<file path="src/rtl/ps2_scan_decoder.sv">
// PS/2 set-2 scan-code decoder.
// Turns raw scan bytes from the receiver into {ext, rel, code} key events.
// Handles the E0 (extended), F0 (break) and E1 (pause) prefixes, drops the
// E0 12 / E0 59 "fake shift" bytes and tracks Shift/Ctrl/Alt levels.
// Events are queued in a first-word fall-through FIFO popped via EVT_RD.
// Optional build macro TYPEMATIC_FILTER_EN suppresses auto-repeat makes of the
// most recently pressed key.
module ps2_scan_decoder #(
  parameter int unsigned DEPTH       = 8,
  parameter int unsigned TIMEOUT_CYC = 1000000
) (
  input  logic       CLK,
  input  logic       RST,
  input  logic [7:0] CODE,
  input  logic       NEW_CODE,
  input  logic       EVT_RD,
  output logic       EVT_VALID,
  output logic [7:0] EVT_CODE,
  output logic       EVT_EXT,
  output logic       EVT_REL,
  output logic       EVT_FULL,
  output logic       OVERFLOW,
  output logic       ERR,
  output logic       SHIFT,
  output logic       CTRL,
  output logic       ALT
);

  localparam int unsigned AW = $clog2(DEPTH);
  localparam int unsigned TW = (TIMEOUT_CYC > 1) ? $clog2(TIMEOUT_CYC) : 1;
  localparam logic [TW-1:0] TmoLast = TW'(TIMEOUT_CYC - 1);

  localparam logic [7:0] CodeE0     = 8'hE0;
  localparam logic [7:0] CodeE1     = 8'hE1;
  localparam logic [7:0] CodeF0     = 8'hF0;
  localparam logic [7:0] CodeNull   = 8'h00;
  localparam logic [7:0] CodeOvrrun = 8'hFF;
  localparam logic [7:0] CodeLShift = 8'h12;
  localparam logic [7:0] CodeRShift = 8'h59;
  localparam logic [7:0] CodeCtrl   = 8'h14;
  localparam logic [7:0] CodeAlt    = 8'h11;

  typedef enum logic [2:0] {
    StIdle,
    StGotE0,
    StGotF0,
    StGotE0F0,
    StSkipE1
  } state_e;

  // ---------------------------------------------------------------------------
  // Byte strobe
  // ---------------------------------------------------------------------------
  logic prev_new_code_q;
  logic byte_stb;

  // Register NEW_CODE so only its rising edge produces a strobe.
  always_ff @(posedge CLK or negedge RST) begin
    if (!RST) begin
      prev_new_code_q <= 1'b0;
    end else begin
      prev_new_code_q <= NEW_CODE;
    end
  end

  assign byte_stb = NEW_CODE & ~prev_new_code_q;

  logic is_fake_shift;
  assign is_fake_shift = (CODE == CodeLShift) || (CODE == CodeRShift);

  // ---------------------------------------------------------------------------
  // Prefix FSM
  // ---------------------------------------------------------------------------
  state_e        state_q, state_d;
  logic [2:0]    skip_q, skip_d;
  logic [TW-1:0] tmo_q, tmo_d;

  // State, pause-skip counter and prefix timeout registers.
  always_ff @(posedge CLK or negedge RST) begin
    if (!RST) begin
      state_q <= StIdle;
      skip_q  <= 3'd0;
      tmo_q   <= '0;
    end else begin
      state_q <= state_d;
      skip_q  <= skip_d;
      tmo_q   <= tmo_d;
    end
  end

  // Next-state logic: advance on each byte, abandon a stalled prefix on timeout.
  always_comb begin
    state_d = state_q;
    skip_d  = skip_q;
    tmo_d   = '0;
    if (byte_stb) begin
      case (state_q)
        StIdle: begin
          if (CODE == CodeE0) begin
            state_d = StGotE0;
          end else if (CODE == CodeF0) begin
            state_d = StGotF0;
          end else if (CODE == CodeE1) begin
            state_d = StSkipE1;
            skip_d  = 3'd7;
          end
        end
        StGotE0: begin
          if (CODE == CodeF0) begin
            state_d = StGotE0F0;
          end else if (CODE != CodeE0) begin
            state_d = StIdle;
          end
        end
        StGotF0:   state_d = StIdle;
        StGotE0F0: state_d = StIdle;
        StSkipE1: begin
          skip_d = skip_q - 3'd1;
          if (skip_q == 3'd1) begin
            state_d = StIdle;
          end
        end
        default:   state_d = StIdle;
      endcase
    end else if (state_q != StIdle) begin
      if (tmo_q == TmoLast) begin
        state_d = StIdle;
        skip_d  = 3'd0;
      end else begin
        tmo_d = tmo_q + 1'b1;
      end
    end
  end

  logic       emit_valid;
  logic [7:0] emit_code;
  logic       emit_ext;
  logic       emit_rel;
  logic       err_set;

  // Output decode: which byte, if any, becomes an event on this strobe.
  always_comb begin
    emit_valid = 1'b0;
    emit_code  = CODE;
    emit_ext   = 1'b0;
    emit_rel   = 1'b0;
    err_set    = 1'b0;
    if (byte_stb) begin
      case (state_q)
        StIdle: begin
          if ((CODE == CodeNull) || (CODE == CodeOvrrun)) begin
            err_set = 1'b1;
          end else if ((CODE != CodeE0) && (CODE != CodeF0)) begin
            // E1 itself falls through here and is reported as a plain make.
            emit_valid = 1'b1;
          end
        end
        StGotE0: begin
          if ((CODE != CodeF0) && (CODE != CodeE0) && !is_fake_shift) begin
            emit_valid = 1'b1;
            emit_ext   = 1'b1;
          end
        end
        StGotF0: begin
          emit_valid = 1'b1;
          emit_rel   = 1'b1;
        end
        StGotE0F0: begin
          if (!is_fake_shift) begin
            emit_valid = 1'b1;
            emit_ext   = 1'b1;
            emit_rel   = 1'b1;
          end
        end
        default: ;
      endcase
    end
  end

  // ---------------------------------------------------------------------------
  // Typematic filter
  // ---------------------------------------------------------------------------
  logic evt_accept;

`ifdef TYPEMATIC_FILTER_EN
  logic       last_valid_q;
  logic       last_ext_q;
  logic [7:0] last_code_q;
  logic       last_match;

  assign last_match = last_valid_q && (last_ext_q == emit_ext) && (last_code_q == emit_code);
  assign evt_accept = emit_valid && !(last_match && !emit_rel);

  // Remember the last make; a matching break re-arms the filter.
  always_ff @(posedge CLK or negedge RST) begin
    if (!RST) begin
      last_valid_q <= 1'b0;
      last_ext_q   <= 1'b0;
      last_code_q  <= 8'h00;
    end else if (evt_accept && !emit_rel) begin
      last_valid_q <= 1'b1;
      last_ext_q   <= emit_ext;
      last_code_q  <= emit_code;
    end else if (emit_valid && emit_rel && last_match) begin
      last_valid_q <= 1'b0;
    end
  end
`else
  assign evt_accept = emit_valid;
`endif

  // ---------------------------------------------------------------------------
  // Modifier levels and sticky error flags
  // ---------------------------------------------------------------------------
  logic shift_q, ctrl_q, alt_q, err_q, overflow_q;
  logic full, empty, do_push, do_pop;

  // Track modifier make/break even if the FIFO drops the event.
  always_ff @(posedge CLK or negedge RST) begin
    if (!RST) begin
      shift_q <= 1'b0;
      ctrl_q  <= 1'b0;
      alt_q   <= 1'b0;
    end else if (evt_accept) begin
      if (!emit_ext && ((emit_code == CodeLShift) || (emit_code == CodeRShift))) begin
        shift_q <= ~emit_rel;
      end
      if (emit_code == CodeCtrl) begin
        ctrl_q <= ~emit_rel;
      end
      if (emit_code == CodeAlt) begin
        alt_q <= ~emit_rel;
      end
    end
  end

  // Sticky overrun and FIFO-overflow indications.
  always_ff @(posedge CLK or negedge RST) begin
    if (!RST) begin
      err_q      <= 1'b0;
      overflow_q <= 1'b0;
    end else begin
      if (err_set) begin
        err_q <= 1'b1;
      end
      if (evt_accept && full && !do_pop) begin
        overflow_q <= 1'b1;
      end
    end
  end

  // ---------------------------------------------------------------------------
  // Event FIFO
  // ---------------------------------------------------------------------------
  logic [9:0]  mem_q [DEPTH];
  logic [AW:0] wr_ptr_q, rd_ptr_q;
  logic [9:0]  head;

  assign empty   = (wr_ptr_q == rd_ptr_q);
  assign full    = (wr_ptr_q[AW] != rd_ptr_q[AW]) && (wr_ptr_q[AW-1:0] == rd_ptr_q[AW-1:0]);
  assign do_pop  = EVT_RD && !empty;
  // A pop on the same edge frees the slot the push needs.
  assign do_push = evt_accept && (!full || do_pop);

  // Pointer update; the extra MSB distinguishes full from empty.
  always_ff @(posedge CLK or negedge RST) begin
    if (!RST) begin
      wr_ptr_q <= '0;
      rd_ptr_q <= '0;
    end else begin
      if (do_push) begin
        wr_ptr_q <= wr_ptr_q + 1'b1;
      end
      if (do_pop) begin
        rd_ptr_q <= rd_ptr_q + 1'b1;
      end
    end
  end

  // Storage array, no reset needed since outputs are gated by empty.
  always_ff @(posedge CLK) begin
    if (do_push) begin
      mem_q[wr_ptr_q[AW-1:0]] <= {emit_ext, emit_rel, emit_code};
    end
  end

  assign head = mem_q[rd_ptr_q[AW-1:0]];

  assign EVT_VALID = !empty;
  assign EVT_CODE  = empty ? 8'h00 : head[7:0];
  assign EVT_REL   = empty ? 1'b0 : head[8];
  assign EVT_EXT   = empty ? 1'b0 : head[9];
  assign EVT_FULL  = full;
  assign OVERFLOW  = overflow_q;
  assign ERR       = err_q;
  assign SHIFT     = shift_q;
  assign CTRL      = ctrl_q;
  assign ALT       = alt_q;

endmodule

</file>
<file path="config.mk">
export PLATFORM = sky130hd
export DESIGN_NAME = ps2_scan_decoder
export DESIGN_NICKNAME = d
export VERILOG_FILES = /design/src/rtl/ps2_scan_decoder.sv
export SDC_FILE = /design/constraint.sdc
export NUM_CORES = 1
export LEC_CHECK = 0
export BUFFER_PORTS_ARGS = -buffer_cell sky130_fd_sc_hd__clkbuf_2
export CAP_MARGIN = 20
export CELL_PAD_IN_SITES_DETAIL_PLACEMENT = 2
export CELL_PAD_IN_SITES_GLOBAL_PLACEMENT = 2
export CORE_MARGIN = 5
export CORE_UTILIZATION = 29
export DETAILED_ROUTE_END_ITERATION = 12
export GPL_ROUTABILITY_DRIVEN = 0
export PLACE_DENSITY = 0.55
export SETUP_SLACK_MARGIN = 0.02
export SYNTH_ARGS = -nofsm -noshare
export SYNTH_HDL_FRONTEND = slang
export SYNTH_SLANG_ARGS = --single-unit
export TNS_END_PERCENT = 100
</file>
<file path="constraint.sdc">
create_clock -name CLK -period 7.87 [get_ports CLK]
set_input_delay 0.3935 -clock CLK [delete_from_list [all_inputs] [get_ports CLK]]
set_output_delay 0.3935 -clock CLK [all_outputs]
set_load 0.01 [all_outputs]
</file>
==> results of run 1 <==
==> layer usage <==
| metal | routed length, µm | global-route usage (%) |
|---|---|---|
| met1 | 5900 | 17.2 |
| met2 | 6090 | 21.6 |
| met3 | 337 | 2.98 |
| met4 | 213 | 5.74 |
| met5 | 0 | 0 |
==> power groups by stage <==
stage               Combinational [W]  Sequential, W  Clock, W
global placement             0.000482       0.000833         0
floorplan                    0.000361       0.000769         0
CTS                          0.000494       0.000824  0.000713
finish                       0.000512       0.000806  0.000690
global route                 0.000570       0.000816  0.000749
detailed placement           0.000492       0.000836         0
==> layout make-up <==
class | count | area, µm² | area share [%]
inverters | 9 | 33.8 | 0.537
repair buffers | 39 | 263 | 4.18
flip-flops and latches | 120 | 3400 | 54.1
well taps | 229 | 287 | 4.55
clock buffers | 17 | 425 | 6.76
multi-input cells | 210 | 1780 | 28.2
clock inverters | 15 | 104 | 1.65
==> kinds of logic after synthesis <==
logic type / count (synthesis) / share of synthesized area (%)
multiplexers: 34 / 11.4
AND/OR/NAND/NOR: 117 / 11.7
buffers and inverters: 23 / 1.72
XOR/XNOR: 28 / 4.68
flip-flops: 120 / 64.9
AO/OA/AOI/OAI: 26 / 4.27
adder cells (fa/ha/maj): 5 / 1.19
==> worst paths after layout <==
kind | start | end | slack, ns | depth (start not counted)
setup reg to reg | rd_ptr_q[2] | mem_q[5][3] | 4.76 | 6
setup / recovery | rd_ptr_q[2] | mem_q[5][3] | 4.76 | 6
min in group CLK | NEW_CODE | prev_new_code_q | 0.11 | 1
max in group asynchronous | RST | tmo_q[12] | 7.37 | 2
hold / removal | RST | tmo_q[5] | -0.02 | 1
hold reg to reg | tmo_q[0] | tmo_q[0] | 0.49 | 1
==> synth_stat cells (all sizes together), types with 3 or more instances <==
library cell  number
nor4               3
mux2               4
nand3             11
mux2i             10
xnor2              7
edfxtp            80
ha                 5
buf                3
a21oi              5
and3               3
o22ai              3
or4                3
xor2              21
nand2             14
nand4              7
nor4b              6
nand2b             4
mux4              20
clkbuf            11
dfrtp             40
inv                9
or4b               3
nor2              41
nor3              10
==> through the flow <==
stage	util, %	std cells
global route	35.1	639
detailed placement	31.8	604
global placement	31.8	603
CTS	34.8	636
finish	35.1	639
floorplan	-	353
==> worst register-to-register path, stage by stage, from the launching register on <==
cell,delay [ns]
dfrtp_1,0.85
xor2_1,0.28
nor4b_1,0.11
nand2_1,0.17
o211ai_4,0.18
or2_2,0.38
nor3b_2,0.75
==> flip-flops by register name, indices dropped and copies added (netlist names) <==
name	flops
SHIFT	1
ALT	1
CTRL	1
prev_new_code_q	1
state_q	3
rd_ptr_q	4
skip_q	3
ERR	1
OVERFLOW	1
tmo_q	20
mem_q	80
wr_ptr_q	4
==> cells in the final DEF (no fill, tap or decap), drive strengths merged, types with 4 or more instances in the layout <==
cell	count
mux2	4
nand2b	4
buf	10
ha	5
nand4	7
clkinv	10
mux4	20
xor2	21
nor3	10
nor2	41
xnor2	7
dfrtp	40
inv	12
mux2i	10
a21oi	5
edfxtp	80
clkbuf	46
nor4b	6
nand3	11
nand2	14
==> results.toml, run 1 <==
[clock_network]
cts_hold_buffers = 0
cts_tree = "yes"
clkLatencyLatePin_ns = 0.42
clk_pin_slew_ns = 0.06
clock-sinks = 120
cts-buffers-inserted = 17
cts-root-buf = "clkbuf_16"
cts_setup_buffers = 0
clockBufferDepth = 2
cts_resized = 0
htree_num_levels = 4

[finish]
diodes = 0
finalInstanceArea_mm2 = 0.00629
drive_gt1_share_pct = 26.8
final.fill_count = 1840
area_growth_pct = 20.1
nets = 414

[detailed_routing]
vias = 3137
viasPerCell = 4.91
routedWlPerCell_um = 19.6
drtPass1Iterations = 4
remaining_drc_errors = 0
drt_iter0_markers = 222
wl_mm = 12.5
antenna_left = 0

[synth]
ys_top_cells_by_area = "edfxtp_1 (46%), dfrtp_1 (19%), mux4_2 (8.6%)"
synth_nets = 370
ys_seq_area_share_pct = 64.9
netlist_instances = 353
ys.flop_type = "edfxtp_1"
syn_avg_cell_area_um2 = 14.8
synth_top_area_cell = "edfxtp_1"
synth_edf_count = 80
synthesis.area_mm2 = 0.00524
synth_seq_cells = 120
async_flop_share_pct = 33.3
synth_cell_types = 54
synth_top_area_share_pct = 45.8
yosysWarnings = 0

[die]
die-area_mm2 = 0.0209
floorplan.initialDensity_pct = 29.3
num_rows = 49
core_mm2 = 0.0179
num_io_pins = 29
dieWidth_um = 144
die_h_um = 144

[power]
p_switching_w = 0.000626
clkPwrFrac_pct = 34.4
peakVddDrop_v = 0.000157
sw_frac_of_total_pct = 31.2
leakagePower_nw = 2.31
seqPwrFrac_pct = 40.1
power_density_mw_per_mm2 = 319
p_int_w = 0.00138
power_w = 0.00201
pwr-share-comb_pct = 25.5

[setup_path]
criticalPathCategory = "reg2reg"
cpPeakStageDelay_ns = 0.85
crit_path_top_delay_cell = "dfrtp_1"
crit_path_start_kind = "flop"
path_cells = "xor2_1 > nor4b_1 > nand2_1 > o211ai_4 > or2_2 > nor3b_2"
path_max_fanout = 13
cp.required_ns = 7.91
crit_family = "simple AND/OR/NAND/NOR gates"
critPathCaptureType = "flop"
crit_arrival_ns = 3.15
path_buf_inv = 0

[timing]
fin_skew_ns = 0.00713
grt_setup_unrepaired = "no"
finalHoldViolCount = 20
max_slew_margin_pct = 38.1
maxSlewViolCount = 0
worst_pin_slew_ns = 0.924
period_share_pct = 39.5
tns_ns = 0
finalWorstSetupSlack_ns = 4.76
whs_ns = -0.0249
fmax_ghz = 0.321
finalCriticalPeriod_ns = 3.11
finalSetupViolCount = 0

[global_routing]
antenna_found_initial = 0
grt_pass1_wl_mm = 20.4
first_global_vias = 3510
grt_use_total_pct = 13.3
grt_max_degree = 41
grt-ovfl-total = 0

[placed_design]
hpwl_mm = 8.51
port_buffers = 28
placed_area_mm2 = 0.00570
place_ws_ns = 4.47

[run_status]
violations = "negative hold slack"
status = "finished, violations left"

[hold_path]
hold_path.class = "in2async"

[flow_run]
drv_cap = 0
Power figures use the tool's default switching activity.
==> inputs of run 2 (changes only) <==
Clock period 7.87 ns to 3.2 ns, I/O delays scaled along.
==> results.toml, run 2 (synthesis results as in run 1) <==
[run_status]
status = "completed"

[finish]
layout_commonest_cell = "edfxtp_1"
final_cell_mix = "edfxtp_1 (80), nor2_1 (41), dfrtp_1 (40)"
finalNonFillerCells = 650
diodes = 0
largest_reg_flops = 80
drive_gt1_share_pct = 28.3
nets = 425
area_growth_pct = 21.6
finalInstanceArea_mm2 = 0.00637
final.fill_count = 1864

[timing]
fin_skew_ns = 0.0103
finalWorstSetupSlack_ns = 0.410
fmax_ghz = 0.358
period_share_pct = 87.2
tns_ns = 0
maxSlewViolCount = 0
whs_ns = 0.153
finalCriticalPeriod_ns = 2.79
max_slew_margin_pct = 28.5
finalSetupViolCount = 0
finalHoldViolCount = 0
worst_pin_slew_ns = 1.07
grt_setup_unrepaired = "no"

[setup_path]
crit_path_top_delay_cell = "nor3b_2"
cpPeakStageDelay_ns = 0.86
crit_arrival_ns = 2.82
crit_path_start_kind = "flop"
cp.required_ns = 3.23
critPathCaptureType = "flop"
path_max_fanout = 10
criticalPathCategory = "reg2reg"
path_cells = "nor3_1 > o21ai_0 > o22ai_2 > o211ai_4 > or2_2 > nor3b_2"

[clock_network]
clockBufferDepth = 2
cts_tree = "yes"
htree_num_levels = 4
clock-sinks = 120
cts-buffers-inserted = 17
clk_pin_slew_ns = 0.06
clkLatencyLatePin_ns = 0.42
cts-root-buf = "clkbuf_16"

[placed_design]
place_inst = 614
hpwl_mm = 8.69
placed_area_mm2 = 0.00578
place_ws_ns = 0.342
port_buffers = 28

[die]
floorplan.initialDensity_pct = 29.3
die_h_um = 144
num_io_pins = 29
dieWidth_um = 144
num_rows = 49
core_mm2 = 0.0179
die-area_mm2 = 0.0209

[power]
leakagePower_nw = 2.36
pwr-share-comb_pct = 26.3
p_switching_w = 0.00151
peakVddDrop_v = 0.000395
seqPwrFrac_pct = 38.3
clkPwrFrac_pct = 35.4
p_int_w = 0.00347
sw_frac_of_total_pct = 30.3
power_density_mw_per_mm2 = 782

[detailed_routing]
drtPass1Iterations = 4
viasPerCell = 4.87
wl_mm = 12.8
remaining_drc_errors = 0
vias = 3165
antenna_left = 0
routedWlPerCell_um = 19.7
drt_iter0_markers = 124

[global_routing]
grt_use_total_pct = 13.4
first_global_vias = 3523
antenna_found_initial = 0
grt-ovfl-total = 0
grt_max_degree = 41
grt_pass1_wl_mm = 20.2

[hold_path]
hold_path.class = "in2reg"

[flow_run]
drv_cap = 0
## run 2: worst paths after layout
path	startpoint	endpoint	slack, ns	cells past startpoint
setup / recovery	state_q[2]	mem_q[5][9]	0.41	6
hold / removal	CODE[0]	mem_q[4][0]	0.15	1
setup reg to reg	state_q[2]	mem_q[5][9]	0.41	6
hold reg to reg	tmo_q[0]	tmo_q[0]	0.48	1
max in group asynchronous	RST	wr_ptr_q[1]	2.57	3
min in group asynchronous	RST	tmo_q[0]	0.16	2
## run 2: metal layers
layer  vias up  part of all wire (%)  routed length, µm  GRT usage (%)
li1       1451                     -                  -              -
met1      1644                    45               5730           16.6
met2        57                    51               6470           22.3
met3        13                   3.5                449           4.10
met4         0                   1.1                146           4.27
met5         -                     0                  0              0
## run 2: per-stage QoR
stage               total power (W)  util, %
floorplan                   0.00278        -
global placement            0.00325     32.3
detailed placement          0.00331     32.3
CTS                         0.00510     35.5
global route                0.00529     35.6
finish                      0.00499     35.6
## run 2: power groups by stage
stage | registers [W] | logic [W] | clock network [W]
floorplan | 0.00189 | 0.000889 | 0
global placement | 0.00194 | 0.00132 | 0
detailed placement | 0.00195 | 0.00136 | 0
CTS | 0.00192 | 0.00136 | 0.00182
global route | 0.00193 | 0.00145 | 0.00191
finish | 0.00191 | 0.00131 | 0.00176
## run 2: worst max-delay path: cells and delay by family (launching register included)
| family | cells | cell delay (ns) |
|---|---|---|
| compound gates | 3 | 0.47 |
| flops | 1 | 0.46 |
| simple gates | 3 | 1.47 |
## run 2: layout make-up
class                   instances  area (µm²)  area share (%)
well taps                     229         287            4.50
repair buffers                 50         320            5.03
multi-input cells             210        1780            27.9
inverters                       9        33.8           0.530
clock inverters                15         128            2.00
flip-flops and latches        120        3400            53.4
clock buffers                  17         425            6.67
## run 2: timing repair
| item | 4_1_cts | 5_1_grt |
|---|---|---|
| setup buffers | 0 | 0 |
| hold endpoints to repair | 41 | 0 |
| resized for setup | 0 | 0 |
| hold buffers | 2 | 0 |
==> inputs of run 3 (changes only) <==
Clock period 3.2 ns to 3.49 ns, I/O delays scaled along.
==> results.toml, run 3 (synthesis results as in run 1) <==
[timing]
max_slew_margin_pct = 44.8
maxSlewViolCount = 0
whs_ns = 0.163
grt_setup_unrepaired = "no"
finalCriticalPeriod_ns = 2.60
tns_ns = 0
period_share_pct = 74.4
fin_skew_ns = 0.00875
worst_pin_slew_ns = 0.821
fmax_ghz = 0.385
finalSetupViolCount = 0
finalHoldViolCount = 0

[global_routing]
grt_max_degree = 41
grt_use_total_pct = 13.5
grt_pass1_wl_mm = 20.8
grt-ovfl-total = 0
antenna_found_initial = 0
first_global_vias = 3547

[setup_path]
cp_num_cells = 5
crit_start = "wr_ptr_q[0]"
crit_path_top_delay_cell = "nor4_2"
cpPeakStageDelay_ns = 0.76
criticalPathCategory = "reg2out"
cp.required_ns = 3.32
critPathCapture = "EVT_CODE[7]"
r2r-start = "state_q[1]"
r2r_cells = 7
path_cells = "xor2_1 > nor4_2 > buf_4 > nor2_1 > clkbuf_2"
crit_arrival_ns = 2.42
path_max_fanout = 10
reg2reg_slack_ns = 1.02
critPathCaptureType = "primary output"
crit_path_start_kind = "flop"
r2r-end = "mem_q[6][2]"
path_buf_inv = 2
crit_family = "simple AND/OR/NAND/NOR gates"

[finish]
diodes = 0
utilization_pct = 35.5
finalNonFillerCells = 646
area_growth_pct = 21.4
ff_latch_area_mm2 = 0.00340
final_cell_mix = "edfxtp_1 (80), nor2_1 (41), dfrtp_1 (40)"
nets = 421
largest_reg_flops = 80
drive_gt1_share_pct = 27.1
multi_input_area_mm2 = 0.00178
layout_commonest_cell = "edfxtp_1"
final.fill_count = 1873

[power]
leakagePower_nw = 2.35
power_density_mw_per_mm2 = 731
power_w = 0.00465
peakVddDrop_v = 0.000306

[die]
num_io_pins = 29
floorplan.initialDensity_pct = 29.3
num_rows = 49
die_h_um = 144
core_mm2 = 0.0179
die-area_mm2 = 0.0209
dieWidth_um = 144

[detailed_routing]
antenna_left = 0
wl_mm = 12.8
remaining_drc_errors = 0
drt_iter0_markers = 138
routedWlPerCell_um = 19.8
viasPerCell = 4.85
drtPass1Iterations = 4
vias = 3134

[clock_network]
clkLatencyLatePin_ns = 0.42
clock-sinks = 120
htree_num_levels = 4
cts_tree = "yes"
cts_setup_buffers = 0
cts-buffers-inserted = 17
clk_pin_slew_ns = 0.06
clockBufferDepth = 2
cts-root-buf = "clkbuf_16"

[flow_run]
drv_cap = 0

[hold_path]
min_path_cells = 1
hold_path.class = "in2reg"

[placed_design]
port_buffers = 28
hpwl_mm = 8.60
place_inst = 611

[run_status]
status = "completed"
[run 3: layout make-up]
type,count,share of cell area (%)
well taps,229,4.50
multi-input cells,210,27.9
inverters,9,0.531
clock buffers,22,7.30
clock inverters,10,1.63
flip-flops and latches,120,53.5
repair buffers,46,4.60
[run 3: layer usage]
metal / up-vias / global-route usage [%] / part of all wire [%]
met4: 0 / 4.71 / 1.1
met1: 1642 / 17.6 / 46
met3: 14 / 3.70 / 3.1
met5: - / 0 / 0
met2: 39 / 21.8 / 50
li1: 1439 / - / -
[run 3: per-stage QoR]
| stage | area [µm²] | setup WS [ns] |
|---|---|---|
| floorplan | 5240 | 0.714 |
| global placement | 5750 | 0.966 |
| detailed placement | 5750 | 0.902 |
| CTS | 6340 | 0.709 |
| global route | 6360 | 0.675 |
| finish | 6360 | 0.894 |
[run 3: power breakdown]
group	switching [W]	leakage (nW)	internal [W]
logic	0.000639	0.808	0.000544
clock network	0.000633	0.277	0.00108
registers	0.000102	1.27	0.00165
total	0.00137	2.35	0.00328
[run 3: timing repair]
item / CTS / global route
resized for setup: 0 / 0
hold endpoints to repair: 41 / 0
hold buffers: 2 / 0
[run 3: how the worst min path moves through the flow]
stage	start	to	slack, ns
5_1_grt	CODE[6]	mem_q[5][6]	0.17
3_5_place_dp	NEW_CODE	prev_new_code_q	0.32
4_1_cts	CODE[3]	mem_q[1][3]	0.16
6_report	CODE[3]	mem_q[6][3]	0.16
3_3_place_gp	NEW_CODE	prev_new_code_q	0.31
2_1_floorplan	RST	ALT	-0.12
[run 3: worst register-to-register path, delay by kind of cell (launching register included)]
family                 cells  cell delay, ns
and+or+nand+nor            3            0.90
DFF                        1            0.47
buffers and inverters      1            0.24
AOI/OAI and AO/OA          3            0.57
